## config.mk

```make
export PLATFORM = sky130hd
export DESIGN_NAME = led_sequencer
export DESIGN_NICKNAME = d
export VERILOG_FILES = /design/src/rtl/led_seq_pkg.sv /design/src/rtl/led_pwm.sv /design/src/rtl/led_sequencer.sv
export SDC_FILE = /design/constraint.sdc
export NUM_CORES = 1
export LEC_CHECK = 0
export CAP_MARGIN = 15
export CORE_MARGIN = 2
export CORE_UTILIZATION = 55
export CTS_BUF_LIST = sky130_fd_sc_hd__clkbuf_4
export DETAILED_ROUTE_END_ITERATION = 16
export HOLD_SLACK_MARGIN = 0.06
export PLACE_DENSITY = 0.88
export SYNTH_ARGS = -nofsm -noshare
export SYNTH_HDL_FRONTEND = slang
export SYNTH_SLANG_ARGS = --single-unit
```

## constraint.sdc

```tcl
create_clock -name clk -period 13.1 [get_ports clk]
set_input_delay 2.62 -clock clk [delete_from_list [all_inputs] [get_ports clk]]
set_output_delay 2.62 -clock clk [all_outputs]
set_load 0.01 [all_outputs]
```

## src/rtl/led_seq_pkg.sv

```systemverilog
// Shared encodings for the LED sequencer: modes, register map, STATUS layout, FSM states.
package led_seq_pkg;

   localparam int unsigned ADDR_W = 2;

   localparam logic [1:0] MODE_STATIC = 2'd0;
   localparam logic [1:0] MODE_BLINK  = 2'd1;
   localparam logic [1:0] MODE_SEQ    = 2'd2;

   localparam logic [ADDR_W-1:0] ADDR_CTRL    = 2'd0;
   localparam logic [ADDR_W-1:0] ADDR_PERIOD  = 2'd1;
   localparam logic [ADDR_W-1:0] ADDR_PATTERN = 2'd2;
   localparam logic [ADDR_W-1:0] ADDR_DUTY    = 2'd3;

   localparam int unsigned STAT_DUTY_LSB = 0;
   localparam int unsigned STAT_STEP_LSB = 8;
   localparam int unsigned STAT_DONE_BIT = 10;
   localparam int unsigned STAT_RAW_LSB  = 12;

   typedef enum logic [1:0] {
      IDLE = 2'd0,
      RUN  = 2'd1,
      DONE = 2'd2
   } seq_state_e;

   // Select one 4-bit step out of the packed PATTERN word.
   function automatic logic [3:0] pattern_step(input logic [15:0] pat, input logic [1:0] idx);
      return pat[{idx, 2'b00} +: 4];
   endfunction

endpackage

```

## src/rtl/led_pwm.sv

```systemverilog
// Global brightness stage: free-running counter compared against the duty value.
module led_pwm #(
   parameter int unsigned PWM_BITS = 8
) (
   input  logic                clk,
   input  logic                rst_n,
   input  logic [PWM_BITS-1:0] duty_i,
   output logic                on_c
);

   logic [PWM_BITS-1:0] cnt_q;

   // Free-running brightness counter.
   always_ff @(posedge clk or negedge rst_n) begin
      if (!rst_n) cnt_q <= '0;
      else        cnt_q <= cnt_q + PWM_BITS'(1);
   end

   // All-ones duty means fully on; otherwise high for duty counts out of 2^PWM_BITS.
   assign on_c = (duty_i == '1) || (cnt_q < duty_i);

endmodule

```

## src/rtl/led_sequencer.sv

```systemverilog
// Memory-mapped 4-LED controller: static / blink / timed pattern sequence.
// Optional PWM brightness stage enabled by defining LED_PWM_EN.
module led_sequencer
   import led_seq_pkg::*;
#(
   parameter int unsigned PRESCALE = 1000,
   parameter int unsigned PWM_BITS = 8
) (
   input  logic        clk,
   input  logic        resetn,
   input  logic        rstrb,
   input  logic        wstrb,
   input  logic        sel,
   input  logic [1:0]  addr,
   input  logic [31:0] wdata,
   output logic [31:0] rdata,
   output logic [3:0]  LED
);

   localparam int unsigned   CW        = 16;
   localparam logic [CW-1:0] PRESC_MAX = CW'(PRESCALE - 1);

   seq_state_e    state_q, state_d;
   logic [1:0]    mode_q, mode_d;
   logic [1:0]    len_q, len_d;
   logic          one_shot_q, one_shot_d;
   logic [3:0]    value_q, value_d;
   logic [CW-1:0] period_q, period_d;
   logic [15:0]   pattern_q, pattern_d;
   logic [1:0]    step_q, step_d;
   logic          phase_q, phase_d;
   logic          done_q, done_d;
   logic [CW-1:0] presc_q, presc_d;
   logic [CW-1:0] tcnt_q, tcnt_d;
   logic [3:0]    raw_q, raw_d;
   logic [3:0]    led_q, led_d;
   logic [7:0]    duty8;

   logic          wr, wr_ctrl, rd_stat, tick, expire;
   logic [CW-1:0] period_eff;
   logic          unused_wdata;

   assign wr         = sel && wstrb;
   assign wr_ctrl    = wr && (addr == ADDR_CTRL);
   assign rd_stat    = sel && rstrb && (addr == ADDR_DUTY);
   assign tick       = (presc_q == PRESC_MAX);
   assign period_eff = (period_q == '0) ? CW'(1) : period_q;
   assign expire     = tick && (tcnt_q >= period_eff - CW'(1));
   assign unused_wdata = ^{wdata[31:16], wdata[7:5]};

`ifdef LED_PWM_EN
   logic [PWM_BITS-1:0] duty_q, duty_d;
   logic                pwm_on_c;

   led_pwm #(.PWM_BITS(PWM_BITS)) u_pwm (
      .clk    (clk),
      .rst_n  (resetn),
      .duty_i (duty_q),
      .on_c   (pwm_on_c)
   );

   assign duty8 = 8'(duty_q);
`else
   assign duty8 = 8'h00;
`endif

   // State and register file.
   always_ff @(posedge clk or negedge resetn) begin
      if (!resetn) begin
         state_q    <= IDLE;
         mode_q     <= MODE_STATIC;
         len_q      <= 2'd0;
         one_shot_q <= 1'b0;
         value_q    <= 4'h0;
         period_q   <= CW'(1);
         pattern_q  <= 16'h0000;
         step_q     <= 2'd0;
         phase_q    <= 1'b1;
         done_q     <= 1'b0;
         presc_q    <= '0;
         tcnt_q     <= '0;
         raw_q      <= 4'h0;
         led_q      <= 4'h0;
`ifdef LED_PWM_EN
         duty_q     <= '1;
`endif
      end else begin
         state_q    <= state_d;
         mode_q     <= mode_d;
         len_q      <= len_d;
         one_shot_q <= one_shot_d;
         value_q    <= value_d;
         period_q   <= period_d;
         pattern_q  <= pattern_d;
         step_q     <= step_d;
         phase_q    <= phase_d;
         done_q     <= done_d;
         presc_q    <= presc_d;
         tcnt_q     <= tcnt_d;
         raw_q      <= raw_d;
         led_q      <= led_d;
`ifdef LED_PWM_EN
         duty_q     <= duty_d;
`endif
      end
   end

   // Next-state: counters, bus writes, sequencer steps; a CTRL write overrides all.
   always_comb begin
      state_d    = state_q;
      mode_d     = mode_q;
      len_d      = len_q;
      one_shot_d = one_shot_q;
      value_d    = value_q;
      period_d   = period_q;
      pattern_d  = pattern_q;
      step_d     = step_q;
      phase_d    = phase_q;
      done_d     = done_q;
      raw_d      = raw_q;
      presc_d    = tick ? '0 : presc_q + CW'(1);
      tcnt_d     = expire ? '0 : (tick ? tcnt_q + CW'(1) : tcnt_q);
`ifdef LED_PWM_EN
      duty_d     = duty_q;
      if (wr && (addr == ADDR_DUTY)) duty_d = wdata[PWM_BITS-1:0];
      led_d      = raw_q & {4{pwm_on_c}};
`else
      led_d      = raw_q;
`endif

      if (rd_stat) done_d = 1'b0;
      if (wr && (addr == ADDR_PERIOD))  period_d  = wdata[15:0];
      if (wr && (addr == ADDR_PATTERN)) pattern_d = wdata[15:0];

      case (state_q)
         RUN: begin
            if (expire) begin
               if (mode_q == MODE_BLINK) begin
                  phase_d = ~phase_q;
               end else if (step_q == len_q) begin
                  if (one_shot_q) begin
                     state_d = DONE;
                     done_d  = 1'b1;
                  end else begin
                     step_d = 2'd0;
                  end
               end else begin
                  step_d = step_q + 2'd1;
               end
            end
         end
         default: ;
      endcase

      if (wr_ctrl) begin
         mode_d     = wdata[1:0];
         len_d      = wdata[3:2];
         one_shot_d = wdata[4];
         value_d    = wdata[11:8];
         presc_d    = '0;
         tcnt_d     = '0;
         step_d     = 2'd0;
         phase_d    = 1'b1;
         done_d     = 1'b0;
         state_d    = ((wdata[1:0] == MODE_BLINK) || (wdata[1:0] == MODE_SEQ)) ? RUN : IDLE;
      end

      case (state_d)
         IDLE:    raw_d = value_d;
         RUN:     raw_d = (mode_d == MODE_BLINK) ? (phase_d ? value_d : 4'h0)
                                                 : pattern_step(pattern_d, step_d);
         default: raw_d = raw_q;
      endcase
   end

   // Combinational read mux.
   always_comb begin
      rdata = 32'h0;
      if (sel) begin
         case (addr)
            ADDR_CTRL:    rdata = {20'b0, value_q, 3'b0, one_shot_q, len_q, mode_q};
            ADDR_PERIOD:  rdata = {16'b0, period_q};
            ADDR_PATTERN: rdata = {16'b0, pattern_q};
            default: begin
               rdata[STAT_RAW_LSB +: 4]  = raw_q;
               rdata[STAT_DONE_BIT]      = done_q;
               rdata[STAT_STEP_LSB +: 2] = step_q;
               rdata[STAT_DUTY_LSB +: 8] = duty8;
            end
         endcase
      end
   end

   assign LED = led_q;

endmodule

```

==> metrics.txt, run 1 <==
Max Clock Freq=123 MHz; vias per cell=between 5 and 6; register area share after synthesis=between 40% and 50%; number of global-route vias before repair=~4200; switching power=0.242 mW; Post-DP Area=around 5700 um^2; FF+latch count, synth=just under 90; outcome=complete, no violations; Clock Skew=between 0.015 and 0.02 ns; starting DRC count in detailed routing=between 400 and 500; clk sinks=87; slowest CP cell=nor2b_1; combinational share of power=between 20% and 30%; antenna fix cells=0; Hold Fails Final Rpt=0; final WL=about 13000 um; portion of netlist area occupied by mux cells=about an eighth; worst slew pin tran=between 1 and 1.5 ns; Ports=75; Sw Ratio=between 30% and 40%; Worst EP arrival=around 5.5 ns; mapped cell area=roughly 5200 um^2; Synth Area in Simple Gates=around 21%; DRC viols=0; max cap viols=0; Final min period=roughly 8.2 ns; Final Total Pwr=0.730 mW; Synth Area in Adders=4.54%; Worst VDD drop=60.3 uV; Routed Antenna Nets=0; Max Root-Sink Buffers=2; nets=634; met2 wire len=5950 um; largest net degree at the start of global routing=88; area grow syn2layout=12.2%; post-synth top area cell=dfrtp_1; Internal Power=0.487 mW; post-synthesis compound-gate area fraction=around 10%; crit-path max cell delay=1.02 ns; hold slack=between 0.4 and 0.5 ns; Core Area=9240 um^2; WS Path Type=in2out; vias post-DR=about 4200; Die Ht=102 um; cell row count=35; Final setup viols=0; post-cts sizing count=0; most used cell along the critical path=clkdlybuf4s50_1; DR WL/cell=17.7 um; met3 WL=1000 um; xor and xnor area share after synthesis=approximately 6.2%; pwr dens=124 nW/um^2; Synth Flop Type=dfrtp_1; worst path bufs/invs=2; Initial Utilization=between 50% and 60%; Worst R2R Setup Slack=slightly above 7 ns; DP Wirelength=around 9000 um; total grt overflow=0; Root Buffer=clkbuf_4; critical path cell sequence=clkdlybuf4s50_1 -> nor2b_1 -> nand2_1 -> o21ai_0 -> and2_1 -> clkdlybuf4s50_1; first-pass GRT wire length=between 20000 and 25000 um; Final Cycle Share=~62%; Max Fanout on Critical Path=17; min-delay src=led_d[3]$_DFFE_PN0P_; RePlAce Congestion=0.972; worst setup path start=addr[1]; critical path endpoint category=output pin; Final Cell Area=5870 um^2; Yosys warnings=0; Yosys cell types=61; clock share of power=24.5%; Num CTS Buffers=9; share of layout cells above drive strength 1=between 10% and 20%; CTS Hold Bufs=0; met1 WL=between 5000 and 6000 um; Worst EP required=approximately 10 ns; top cells by area, synth=dfrtp_1, mux2_2, nand2_1, ha_1, xor2_1; highest metal layer with signal wires=met4; share of the synthesized area in the top cell type=40.6%; Mean Syn Cell Area=9.64 um^2; async set or reset register ratio after synthesis=between 90% and 100%; RSZ-0062 raised after global routing=false; final core occ=63.6%; CP startpoint kind=input port; type of the tightest min-delay check=reg2reg; setup bufs post-CTS=0; die width=102 um; Rel. slew slack=31.0%; register share of total power=around 49%; clock transition at the registers of the reported paths=0.16 ns; Post-synth EDFFs=0; CTS tree=built; cell count after synthesis=about 540; main combinational cell family by area after synthesis=simple AND/OR/NAND/NOR gates; Final Max Slew Viols=0; most numerous cell in the Yosys netlist=dfrtp_1; RR Startpoint=period_q[8]$_DFFE_PN0P_; antenna violations before repair=0; CP delay by family, top=buffers and inverters; Total GRT Usage=between 20 and 30%; top cells by count, synth=dfrtp_1, nand2_1, nor2_1; IO Port Bufs=between 40 and 50; Final TNS setup=0 ns; Die ar.=10300 um^2; H-tree level count=3; Lkg Pwr=2.57 nW; DRT Pass-1 Iters=8; Clk Latency, worst-skew pair=roughly 0.46 ns
==> cell type report <==
| class | count | area, um^2 |
|---|---|---|
| Multi-Input combinational cell | 423 | 2870 |
| Timing Repair Buffer | 44 | 453 |
| Sequential cell | 87 | 2180 |
| Clock inverter | 7 | 103 |
| Tap cell | 129 | 161 |
| Fill cell | 728 | 3370 |
| Inverter | 11 | 41.3 |
| Clock buffer | 9 | 67.6 |
==> worst register-to-register path: stages, from the launching register on <==
cell       delay [ns]
dfrtp_1          0.51
or4_1            0.61
nor4_1           0.32
nand2b_1         0.12
nor3b_1          0.41
a31oi_1          0.20
ha_1             0.25
and2_1           0.20
nand2_1          0.14
nor3_1           0.07
xnor2_1          0.14
ha_1             0.27
nand4_1          0.14
nor3_2           0.27
or4b_1           0.57
and3_1           0.31
o41a_1           0.48
o21ai_2          0.25
inv_2            0.11
o2111ai_2        0.24
o221ai_2         0.12
==> stage by stage <==
| step | instances | setup WS (ns) |
|---|---|---|
| finish | 710 | 4.94 |
| global route | 710 | 4.83 |
| CTS | 709 | 5.00 |
| detailed placement | 693 | 5.06 |
| global placement | 693 | 5.08 |
| floorplan | 558 | 6.67 |
==> layer usage <==
| metal | track usage (%) | vias to the layer above |
|---|---|---|
| met3 | 4.62 | 37 |
| met1 | 32.8 | 2019 |
| li1 | - | 1964 |
| met4 | 12.3 | 0 |
| met5 | 0 | - |
| met2 | 41.8 | 207 |
==> path summary, 6_finish.rpt <==
check / to / cells past startpoint
worst min-delay path: LED[3]$_DFF_PN0_ / 0
worst min register to register: LED[3]$_DFF_PN0_ / 0
worst max-delay path: rdata[11] / 6
worst max register to register: led_d[2]$_DFFE_PN0P_ / 20
max in group asynchronous: tcnt_q[15]$_DFFE_PN0P_ / 2
min in group asynchronous: presc_q[12]$_DFF_PN0_ / 1
==> registers in the layout (all words and copies together), names as in the netlist, 2 cells and up <==
signal	count
LED	4
led_d	4
len_q	2
mode_q	2
pattern_q	16
period_q	16
presc_q	16
state_q	2
step_q	2
tcnt_q	16
value_q	4
==> cells by family (layout without fill, tap and decap cells) <==
family / Yosys count / after routing
DFF: 87 / 87
muxes: 56 / 56
and+or+nand+nor: 219 / 219
AOI/OAI and AO/OA: 76 / 76
adders and majority gates: 19 / 19
buffers and inverters: 48 / 71
other: 1 / 16
xor gates and xnor gates: 37 / 37
==> placed cells by master (no fill, tap or decap), drive strengths merged, types with 18 or more instances in the layout <==
cell / instances
dfrtp: 85
nand2: 72
nor2: 42
clkdlybuf4s50: 41
mux2: 35
o21ai: 29
nand3: 21
xor2: 21
ha: 19
mux2i: 18
==> power groups by stage <==
stage          clock network (mW)  registers [mW]  logic (mW)
2_1_floorplan                   0           0.348       0.131
3_3_place_gp                    0           0.357       0.180
3_5_place_dp                    0           0.362       0.189
4_1_cts                     0.182           0.356       0.191
5_1_grt                     0.195           0.363       0.214
6_report                    0.179           0.358       0.193
Note: power is estimated with default switching activity, not from simulation.
==> run 2: changes to the inputs <==
- CORE_UTILIZATION: 55 -> 51
- PLACE_DENSITY: 0.88 -> 0.86
- clock period: 13.1 -> 7.3 ns (I/O delays scaled with it)
==> run 2 against run 1 <==
Compared with the run above:
- critical path depth grew 13
- clock power grew 77%
- first-iteration DRC count grew 7.0%
- via count grew 0.35%
- final cell count grew 0.99%
- total power grew 79%
- largest power group unchanged
- worst hold slack lost 0.0028 ns
- combinational power grew 79%
- register-to-register slack lost 5.9 ns
- sequential power grew 80%
- largest cell class unchanged
- routed wire length grew 0.55%
- clock skew grew 0.00093 ns
==> metrics.txt, run 2 (same netlist as run 1, synthesis figures left out) <==
Worst R2R Setup Slack=1.33 ns (-5.90 ns); critical path endpoint category=flip-flop; commonest non-fill, non-tap cell in the layout=dfrtp_1; Rel. slew slack=30.9% (-0.18 points); share of layout cells above drive strength 1=12.2% (+0.45 points); dpl cells=700 (+1.0%); DRT Pass-1 Iters=6 (-2); Max Clock Freq=167 MHz; M2 GR Usage=39.3% (-2.5 points); DP Wirelength=9100 um (+1.6%); Num CTS Buffers=9 (unchanged); nets=637 (+0.47%); Max Root-Sink Buffers=2 (unchanged); Worst EP required=7.61 ns (-2.87 ns); outcome=complete, no violations; CTS Hold Bufs=0 (unchanged); post-cts sizing count=0 (unchanged); Hold Path Depth=0 (unchanged); max cap viols=0 (unchanged); DR WL/cell=17.6 um (-0.43%); clock transition at the registers of the reported paths=0.15 ns (about the same); Die ar.=11100 um^2 (+7.5%); Initial Utilization=53.1% (-3.6 points); RSZ-0062 raised after global routing=false; most used routing layer=met2; Worst EP arrival=6.28 ns (+0.74 ns); met3 GRT Util=4.89% (+0.26 points); Hold Fails Final Rpt=0 (unchanged); Worst VDD drop=137 uV (+130%); vias per cell=5.92 (-0.62%); Final Max Slew Viols=0 (unchanged); fin cells=717 (+0.99%); type of the tightest min-delay check=reg2reg; Clk Latency, worst-skew pair=0.46 ns (about the same); Final TNS setup=0 ns (unchanged); starting DRC count in detailed routing=505 (+7.0%); antenna fix cells=0 (unchanged); DRC viols=0 (unchanged); Clock Skew=0.0194 ns (+0.000929 ns); Final Cycle Share=81.8%; Root Buffer=clkbuf_4; RePlAce Congestion=0.940 (-3.3%); Final setup viols=0 (unchanged); first-pass GRT wire length=21100 um (+4.0%); Max Fanout on Critical Path=8 (-9); hold endpoint=LED[3]$_DFF_PN0_; CTS tree=built; die width=105 um (+3.7%); Total GRT Usage=23.7% (-1.8 points); Core Area=9860 um^2 (+6.8%); H-tree level count=3 (unchanged); Ports=75 (unchanged); antenna violations before repair=0 (unchanged); cell row count=36 (+2.9%); most frequent cells in the layout=dfrtp_1, nand2_1, nor2_1, clkdlybuf4s50_1, mux2_2; Crit Reg-Reg Endpoint=led_d[2]$_DFFE_PN0P_; CP startpoint kind=flip-flop; Final min period=around 6 ns; min-delay src=led_d[3]$_DFFE_PN0P_; largest net degree at the start of global routing=88 (unchanged); hold slack=0.418 ns (-0.00280 ns); Lkg Pwr=2.59 nW (+0.59%); worst slew pin tran=1.03 ns (+0.00297 ns); RR Startpoint=period_q[7]$_DFFE_PN0P_; met1 Use GR=32.1% (-0.67 points); pwr dens=222 nW/um^2 (+79%); final WL=12600 um (+0.55%); Routed Antenna Nets=0 (unchanged); Die Ht=105 um (+3.7%); setup bufs post-CTS=0 (unchanged); area grow syn2layout=12.7%; number of global-route vias before repair=4189 (-0.55%); clk sinks=87 (unchanged); vias post-DR=4242 (+0.35%); total grt overflow=0 (unchanged); IO Port Bufs=42 (unchanged); Final Total Pwr=1.31 mW (+79%); Worst R2R Path Depth=19 (-5.0%); WS Path Type=reg2reg
## run 2: cell count changes in the layout (fill, tap and decap cells not counted), sizes merged
| cell | before | now |
|---|---|---|
| buf | 3 | 6 |
| inv | 14 | 12 |
| clkbuf | 9 | 10 |
| clkinv | 1 | 2 |
## run 2: where the power goes
group | switching (mW) | internal, mW
combinational | 0.175 | 0.171
sequential | 0.0844 | 0.561
clock | 0.172 | 0.145
total | 0.431 | 0.877
## run 2: layer usage
| metal | vias up | wire, um |
|---|---|---|
| met5 | - | 0 |
| met4 | 0 | 208 |
| met3 | 23 | 985 |
| met2 | 171 | 6130 |
| met1 | 2081 | 5300 |
| li1 | 1967 | - |
## run 2: layout make-up
class / count / area (um^2)
clock buffers: 10 / 75.1
clock inverters: 6 / 93.8
fillers: 830 / 3970
inverters: 11 / 41.3
multi-input cells: 423 / 2870
flip-flops and latches: 87 / 2180
well taps: 133 / 166
repair buffers: 47 / 475
## run 2: how the worst max path moves through the flow
| stage | from | endpoint | slack [ns] | cells after the start |
|---|---|---|---|---|
| after floorplan | period_q[7]$_DFFE_PN0P_ | led_d[1]$_DFFE_PN0P_ | 2.21 | 21 |
| after global placement | addr[1] | rdata[3] | 1.58 | 6 |
| after detailed placement | period_q[7]$_DFFE_PN0P_ | led_d[2]$_DFFE_PN0P_ | 1.53 | 19 |
| after CTS | period_q[7]$_DFFE_PN0P_ | led_d[2]$_DFFE_PN0P_ | 1.47 | 19 |
| after global routing | period_q[7]$_DFFE_PN0P_ | led_d[2]$_DFFE_PN0P_ | 0.91 | 19 |
| final | period_q[7]$_DFFE_PN0P_ | led_d[2]$_DFFE_PN0P_ | 1.33 | 19 |
## run 2: stage by stage
| step | util, % | area, um^2 | setup slack [ns] |
|---|---|---|---|
| floorplan | - | 5290 | 2.21 |
| global placement | 57.8 | 5700 | 1.58 |
| detailed placement | 57.8 | 5700 | 1.53 |
| CTS | 59.5 | 5870 | 1.47 |
| global route | 59.8 | 5900 | 0.907 |
| finish | 59.8 | 5900 | 1.33 |
## run 2: worst max-delay path, stage by stage, from the launching register on
cell and delay [ns]:
dfrtp_1 0.50, or4_1 0.62, nor4_1 0.37, nand2b_1 0.14
nor3b_1 0.43, a31oi_1 0.21, ha_1 0.24, and2_1 0.19
nand2_1 0.14, nor3_1 0.07, xnor2_1 0.14, ha_1 0.19
a21o_1 0.15, a21o_1 0.18, a2111oi_2 0.73, and3_1 0.41
nor3_1 0.14, o21ai_1 0.56, mux2i_1 0.31, o221ai_2 0.11
==> run 3: changes to the inputs <==
- clock period: 7.3 -> 5.36 ns (I/O delays scaled with it)
==> run 3 against run 2 <==
Compared with the run above:
- first-iteration DRC count fell by 22%
- total power rose by 35%
- clock power rose by 19%
- final cell count rose by 2.4%
- sequential power rose by 36%
- sequential cell count did not move
- register-to-register slack got worse by 1.3 ns
- combinational power rose by 48%
- via count rose by 3.0%
- clock-buffer cell count fell by 1
==> metrics.txt, run 3 (same netlist as run 1, synthesis figures left out) <==
Die Ht=105 um (unchanged); Root Buffer=clkbuf_4; combinational share of power=28.9% (+2.4 points); type of the tightest min-delay check=reg2reg; Max Root-Sink Buffers=2 (unchanged); Post-DP Area=5790 um^2 (+1.6%); die width=105 um (unchanged); DP Wirelength=9340 um (+2.6%); DRT Pass-1 Iters=5 (-1); nets=654 (+2.7%); vias post-DR=4369 (+3.0%); min-delay src=led_d[3]$_DFFE_PN0P_; number of global-route vias before repair=4242 (+1.3%); Initial Utilization=53.1% (unchanged); fin cells=734 (+2.4%); Final min period=5.30 ns (-0.676 ns); total grt overflow=0 (unchanged); Worst VDD drop=161 uV (+18%); Final Cycle Share=98.8% (+17 points); Worst EP arrival=5.65 ns (-0.63 ns); CTS tree=built; Worst EP required=5.71 ns (-1.90 ns); RR Startpoint=period_q[7]$_DFFE_PN0P_; clock transition at the registers of the reported paths=0.15 ns (about the same); starting DRC count in detailed routing=394 (-22%); largest net degree at the start of global routing=88 (unchanged); Sw Ratio=34.4% (+1.5 points); vias per cell=5.95 (+0.61%); commonest non-fill, non-tap cell in the layout=dfrtp_1; worst slew pin tran=0.997 ns (-0.0372 ns); share of layout cells above drive strength 1=16.8% (+4.6 points); antenna violations before repair=0 (unchanged); max cap viols=0 (unchanged); Clock Skew=0.0160 ns (-0.00339 ns); most frequent cells in the layout=dfrtp_1, nand2_1, nor2_1, clkdlybuf4s50_1, mux2_2; hold slack=0.421 ns (+0.00323 ns); antenna fix cells=0 (unchanged); IO Port Bufs=42 (unchanged); register share of total power=49.7% (+0.4 points); outcome=complete, no violations; worst setup path start=period_q[7]$_DFFE_PN0P_; RePlAce Congestion=0.963 (+2.4%); Max Clock Freq=189 MHz (+13%); critical path endpoint category=flip-flop; Die ar.=11100 um^2 (unchanged); final WL=13100 um (+3.8%); H-tree level count=3 (unchanged); Internal Power=1.16 mW (+32%); crit-path max cell delay=0.58 ns (-0.15 ns); clk sinks=87 (unchanged); WS Path Type=reg2reg; switching power=0.608 mW (+41%); first-pass GRT wire length=21100 um (+0.33%); Final Cell Area=6070 um^2 (+2.9%); critical path cell sequence=or4_4 -> nor4_4 -> nand2b_1 -> nor3b_2 -> a31oi_2 -> ha_2 -> and2_2 -> nand2_2 -> nor3_1 -> xnor2_1 -> ha_1 -> nand4_1 -> nor3_2 -> or4b_4 -> and3_4 -> o41a_1 -> o21ai_2 -> mux2_1 -> o2bb2ai_1; Total GRT Usage=24.1% (+0.38 points); CP startpoint kind=flip-flop; Final setup viols=0 (unchanged); pwr dens=291 nW/um^2 (+31%); Hold Fails Final Rpt=0 (unchanged); Lkg Pwr=2.68 nW (+3.6%); final core occ=61.6% (+1.8 points); area grow syn2layout=16.0%; DRC viols=0 (unchanged); Num CTS Buffers=9 (unchanged); slowest CP cell=or4_4; cell row count=36 (unchanged); Core Area=9860 um^2 (unchanged); Clk Latency, worst-skew pair=0.46 ns (about the same); Final Max Slew Viols=0 (unchanged); Routed Antenna Nets=0 (unchanged); Final Total Pwr=1.77 mW (+35%); Max Fanout on Critical Path=4 (-4); clock share of power=21.4% (-2.8 points); Ports=75 (unchanged); DR WL/cell=17.8 um (+1.4%); dpl cells=712 (+1.7%); Rel. slew slack=33.3% (+2.5 points)
==> run 3: path summary, 6_finish.rpt <==
| check | endpoint | slack, ns | depth (start not counted) |
|---|---|---|---|
| min | LED[3]$_DFF_PN0_ | 0.42 | 0 |
| min reg2reg | LED[3]$_DFF_PN0_ | 0.42 | 0 |
| max | led_d[1]$_DFFE_PN0P_ | 0.06 | 19 |
| min in group asynchronous | period_q[12]$_DFFE_PN0P_ | 0.50 | 1 |
| max reg2reg | led_d[1]$_DFFE_PN0P_ | 0.06 | 19 |
| max in group asynchronous | phase_q$_DFF_PN1_ | 4.18 | 2 |
==> run 3: worst max-delay path: cells and delay by family (launching register included) <==
| family | cells | cell delay [ns] |
|---|---|---|
| and+or+nand+nor | 11 | 2.76 |
| AOI/OAI and AO/OA | 4 | 0.97 |
| adders and majority gates | 2 | 0.51 |
| DFF | 1 | 0.42 |
| muxes | 1 | 0.35 |
| xor gates and xnor gates | 1 | 0.18 |
==> run 3: power by group through the flow <==
stage | Clock, mW | Combinational [mW] | Sequential [mW]
floorplan | 0 | 0.321 | 0.852
global placement | 0 | 0.462 | 0.869
detailed placement | 0 | 0.482 | 0.878
CTS | 0.388 | 0.488 | 0.868
global route | 0.414 | 0.561 | 0.889
finish | 0.378 | 0.511 | 0.878
==> run 3: per-stage QoR <==
| stage | setup WS (ns) | TNS (ns) |
|---|---|---|
| after floorplan | 0.267 | 0 |
| after global placement | 0.206 | 0 |
| after detailed placement | 0.0166 | 0 |
| after CTS | 0.0794 | 0 |
| after global routing | -0.122 | -0.431 |
| final | 0.0633 | 0 |
==> run 3: what timing repair did <==
action,in CTS,in global routing
endpoints found under the setup margin,4,4
hold buffers,0,0
resized for setup,4,13
pin swaps,0,6
cloned,0,0
setup buffers,0,5
==> run 3: layer usage <==
layer	vias up	part of all wire, %	GRT usage [%]
met5	-	0	0
met4	0	2.3	7.62
met3	34	8.7	6.18
met2	213	48	38.5
met1	2129	41	32.1
li1	1993	-	-
==> run 3: layout make-up <==
type,instances,area [um^2]
Timing Repair Buffer,64,603
Clock inverter,7,71.3
Multi-Input combinational cell,423,2940
Clock buffer,9,67.6
Tap cell,133,166
Inverter,11,41.3
Fill cell,765,3790
Sequential cell,87,2180
==> RTL change 1: new RTL, flow settings as in run 3 <==
Add a define of `LED_PWM_EN`.
--- a/src/rtl/led_sequencer.sv
+++ b/src/rtl/led_sequencer.sv
@@ -1,5 +1,7 @@
 // Memory-mapped 4-LED controller: static / blink / timed pattern sequence.
 // Optional PWM brightness stage enabled by defining LED_PWM_EN.
+`define LED_PWM_EN
+
 module led_sequencer
    import led_seq_pkg::*;
 #(
Formal check against the unedited RTL: not equivalent (Yosys sat finds a counterexample within 4 cycles, from zero or initial values and one cycle with resetn low).
==> RTL change 1 against run 3 <==
Die area rose by 18%; final cell count grew 17%; critical path type unchanged; worst setup slack lost 98 ps; final area increased by 20%; total power grew 20%; maximum frequency down 1.8%; sequential cell count increased by 16; synthesized area rose by 19%; the run now ends with setup timing left; non-clock buffer count rose by 23; routed wire length up 23%.
==> RTL change 1: results <==
{
  "viasPerCell": 6.122,
  "holdCritStartpoint": "presc_q[0]",
  "async_reset_ff_share_pct": 100.0,
  "synth-xor-area-share_pct": 5.643,
  "powerComb_uw": 687,
  "clkPwrFrac_pct": 18.3,
  "reg2regPathDepth": 22,
  "ys_seq_area_share_pct": 41.72,
  "violations": "setup timing",
  "p_int_uw": 1362,
  "grt_pass1_vias": 5137,
  "ys_types": 59,
  "layout.nets": 770,
  "grt_max_degree": 77,
  "place_congestion": 0.8950,
  "finalSetupViolCount": 3,
  "worst_ep_arrival_time_ps": 5780,
  "status": "complete, but fails checks",
  "synthMuxAreaShare_pct": 12.33,
  "skew_ps": 14.65,
  "max-slew-margin-rel_pct": 35.82,
  "drt_iter0_drc": 475,
  "ys_top_cells_by_area": "dfrtp_1 37%, mux2_2 8.0%, ha_1 5.4%",
  "fin_cells": 858,
  "synth-compound-area-share_pct": 10.82,
  "grt_usage_pct": 25.10,
  "p_sw_uw": 761.5,
  "vdd_drop_max_uv": 201.3,
  "dp_cells": 834,
  "grt_pass1_wl_um": 25540,
  "critical_path.startpoint": "period_q[4]",
  "p_leak_uw": 0.003236,
  "first_pass_iters": 7,
  "r2r_end": "raw_q[3]",
  "synth_common_cells": "93 x dfrtp_1, 77 x nand2_1, 51 x nor2_1",
  "setup_ws_ps": -34.52
}
-- RTL change 1: cell type report --
cell class,instances,area [um^2]
Tap cell,147,183.9
Fill cell,926,4684
Multi-Input combinational cell,481,3530
Clock inverter,7,55.05
Inverter,22,82.58
Sequential cell,103,2590
Antenna cell,2,5.005
Timing Repair Buffer,87,763.2
Clock buffer,9,67.56
-- RTL change 1: critical path, cell delays in order (launching register included) --
cell,delay [ps]
dfrtp_1,410
or4_4,560
nor4_4,220
nor2b_4,210
nand3b_1,150
or3_4,400
nor2_4,160
nor2_4,60
ha_4,170
nand2_2,70
or2_4,130
nor2_1,50
xnor2_1,120
ha_1,290
nand4_1,120
or3_4,360
or4_4,450
a311oi_4,310
buf_6,170
a211oi_4,70
a41oi_4,300
mux2i_1,330
o221ai_1,170
-- RTL change 1: timing repair --
item / CTS / global route
hold buffers: 0 / 0
endpoints found under the setup margin: 14 / 6
hold endpoints to repair: 0 / 0
pin swaps: 9 / 5
resized for setup: 13 / 16
buffers inserted: 4 / 3
-- RTL change 1: metal layers --
metal	share of wire, %	track usage, %	up-vias
met5	0	0	-
met4	2.9	9.919	0
li1	-	-	2364
met2	49	41.11	272
met3	7.3	5.294	49
met1	41	32.77	2568
-- RTL change 1: per-stage QoR --
step / TNS [ps] / area (um^2) / hold slack [ps] / setup WS (ps) / utilization, %
after floorplan: 0 / 6265 / 432.9 / 163.0 / -
after global placement: -947.5 / 6972 / 445.2 / -262.3 / 58.28
after detailed placement: -2032 / 6972 / 452.9 / -466.0 / 58.28
after CTS: 0 / 7174 / 472.6 / 0.1767 / 59.98
after global routing: -588.8 / 7272 / 497.7 / -196.7 / 60.80
final: -88.46 / 7277 / 468.4 / -34.52 / 60.84
==> RTL change 2: new RTL, settings of run 3 <==
Without the edit above. Re-encode `seq_state_e` (3 states) as one-hot, 3 bits wide.
--- a/src/rtl/led_seq_pkg.sv
+++ b/src/rtl/led_seq_pkg.sv
@@ -17,10 +17,10 @@
    localparam int unsigned STAT_DONE_BIT = 10;
    localparam int unsigned STAT_RAW_LSB  = 12;
 
-   typedef enum logic [1:0] {
-      IDLE = 2'd0,
-      RUN  = 2'd1,
-      DONE = 2'd2
+   typedef enum logic [2:0] {
+      IDLE = 3'b001,
+      RUN  = 3'b010,
+      DONE = 3'b100
    } seq_state_e;
 
    // Select one 4-bit step out of the packed PATTERN word.
Behaviour: no difference found for any inputs over 10 cycles, from zero or initial values and one cycle with resetn low; not proved beyond that.
==> RTL change 2 against run 3 <==
Sequential cell count up 1; routed wire length up 3.9%; final area up 2.0%; sequential power up 4.4%; critical endpoint is now led_d[3]; highest routed layer unchanged; final cell count up 0.54%; worst setup slack worse by 160 ps; utilization up 1.5 points; synthesized area down 0.60%; clock skew up 19 ps; count of clock-buffer cells in the layout unchanged; total power up 9.7%; synthesized cell count down 2.8%; the run now ends with setup timing left; first-iteration DRC count up 5.8%.
==> RTL change 2: results <==
{
  "status": "complete, but fails checks",
  "violations": "setup timing",
  "grt_max_degree": 56,
  "num_vias": 4416,
  "worst_ep_arrival_time_ps": 5840,
  "drive_above_1_share_pct": 18.54,
  "ys_types": 53,
  "setup_ws_ps": -95.60,
  "synthAdderAreaFrac_pct": 4.568,
  "p_leak_uw": 0.002670,
  "synth_common_cells": "85 x dfrtp_1, 53 x nor2_1, 50 x nand2_1",
  "synthMuxAreaShare_pct": 12.12,
  "synth-xor-area-share_pct": 7.237,
  "ys_top_cells_by_area": "dfrtp_1 41%, mux2_2 7.4%, ha_1 4.6%",
  "cts.reportedPaths.clkPinSlew_ps": 170,
  "antenna_found_initial": 1,
  "async_reset_ff_share_pct": 100.0,
  "first_pass_iters": 7,
  "critical_path.startpoint": "period_q[8]",
  "grt_pass1_vias": 4202,
  "max-slew-margin-rel_pct": 40.54,
  "crit_fanout": 4,
  "reg2regPathDepth": 20,
  "skew_ps": 35.46,
  "p_sw_uw": 688.4,
  "vdd_drop_max_uv": 268.9,
  "layout.nets": 657,
  "ys_seq_area_share_pct": 42.39,
  "finalSetupViolCount": 4,
  "grt_pass1_wl_um": 21530,
  "setup_tns_ps": -313.2,
  "drt_iter0_drc": 417,
  "place_congestion": 0.8962
}
RTL change 2: cell count changes after synthesis, moves of 6 or more:
cell,run 3,this run
nand2_1,72,50
nor2_1,42,53
o21ai_0,26,17
nor3_1,8,16
and3_1,8,1
o21a_1,1,8
xor2_1,21,27
RTL change 2: cell type report:
cell class / count / area (um^2)
well taps: 133 / 166.4
multi-input cells: 408 / 2928
inverters: 14 / 52.55
diodes: 1 / 2.502
repair buffers: 78 / 691.9
flip-flops and latches: 88 / 2206
clock buffers: 9 / 67.56
clock inverters: 7 / 77.57
fillers: 765 / 3627
RTL change 2: routing by layer:
metal	track usage, %	part of all wire [%]	routed length [um]	vias up
met5	0	0	0	-
met4	10.76	3.0	408	0
met3	4.055	7.2	983	33
met2	39.84	49	6616	207
met1	33.37	41	5595	2182
li1	-	-	-	1994
RTL change 2: repair_timing:
action | CTS | global route
setup buffers | 0 | 9
gates resized for setup | 5 | 14
pin swaps | 0 | 19
endpoints found under the setup margin | 4 | 4
RTL change 2: how the worst min path moves through the flow:
stage / cells past startpoint / start / to
after global routing: 0 / led_d[2] / LED[2]
after global placement: 0 / led_d[2] / LED[2]
after CTS: 0 / led_d[2] / LED[2]
final: 0 / led_d[2] / LED[2]
after floorplan: 0 / led_d[0] / LED[0]
after detailed placement: 0 / led_d[2] / LED[2]
RTL change 2: worst max-delay path: stages, from the launching register on:
cell	delay, ps
dfrtp_1	430
or4_4	560
nor4_4	270
nand2b_1	130
or4_4	520
nor2_4	180
nor2_4	50
ha_2	190
nand3b_1	200
buf_6	150
nor3_4	30
xnor2_1	140
ha_1	280
nand2_1	50
or3_4	390
or4_4	510
a31o_1	260
or3_4	340
a21o_4	250
o32a_1	300
o221ai_2	140
RTL change 2: cell families (layout without fill, tap and decap cells):
group / count (synthesis) / in the layout
mux: 55 / 55
fa+ha+maj: 19 / 19
other cells: 1 / 17
simple gates: 212 / 212
compound gates: 63 / 63
xor+xnor: 43 / 43
buf+inv: 47 / 108
flops: 88 / 88
RTL change 2: power groups by stage:
stage / Combinational [uW] / Clock (uW) / Sequential (uW)
final: 626 / 396 / 917
after global routing: 676 / 431 / 931
after CTS: 579 / 401 / 906
after detailed placement: 571 / 0 / 916
after global placement: 546 / 0 / 908
after floorplan: 354 / 0 / 892
RTL change 2: stage by stage:
step | setup WS, ps | instance area (um^2) | util (%) | hold slack, ps | instances
floorplan | 126.4 | 5260 | - | 368.6 | 543
global placement | 129.6 | 5878 | 59.86 | 409.8 | 712
detailed placement | -21.23 | 5878 | 59.86 | 411.2 | 712
CTS | 18.44 | 6048 | 61.60 | 443.2 | 728
global route | -154.1 | 6192 | 63.06 | 472.4 | 738
finish | -95.60 | 6192 | 63.06 | 447.3 | 738
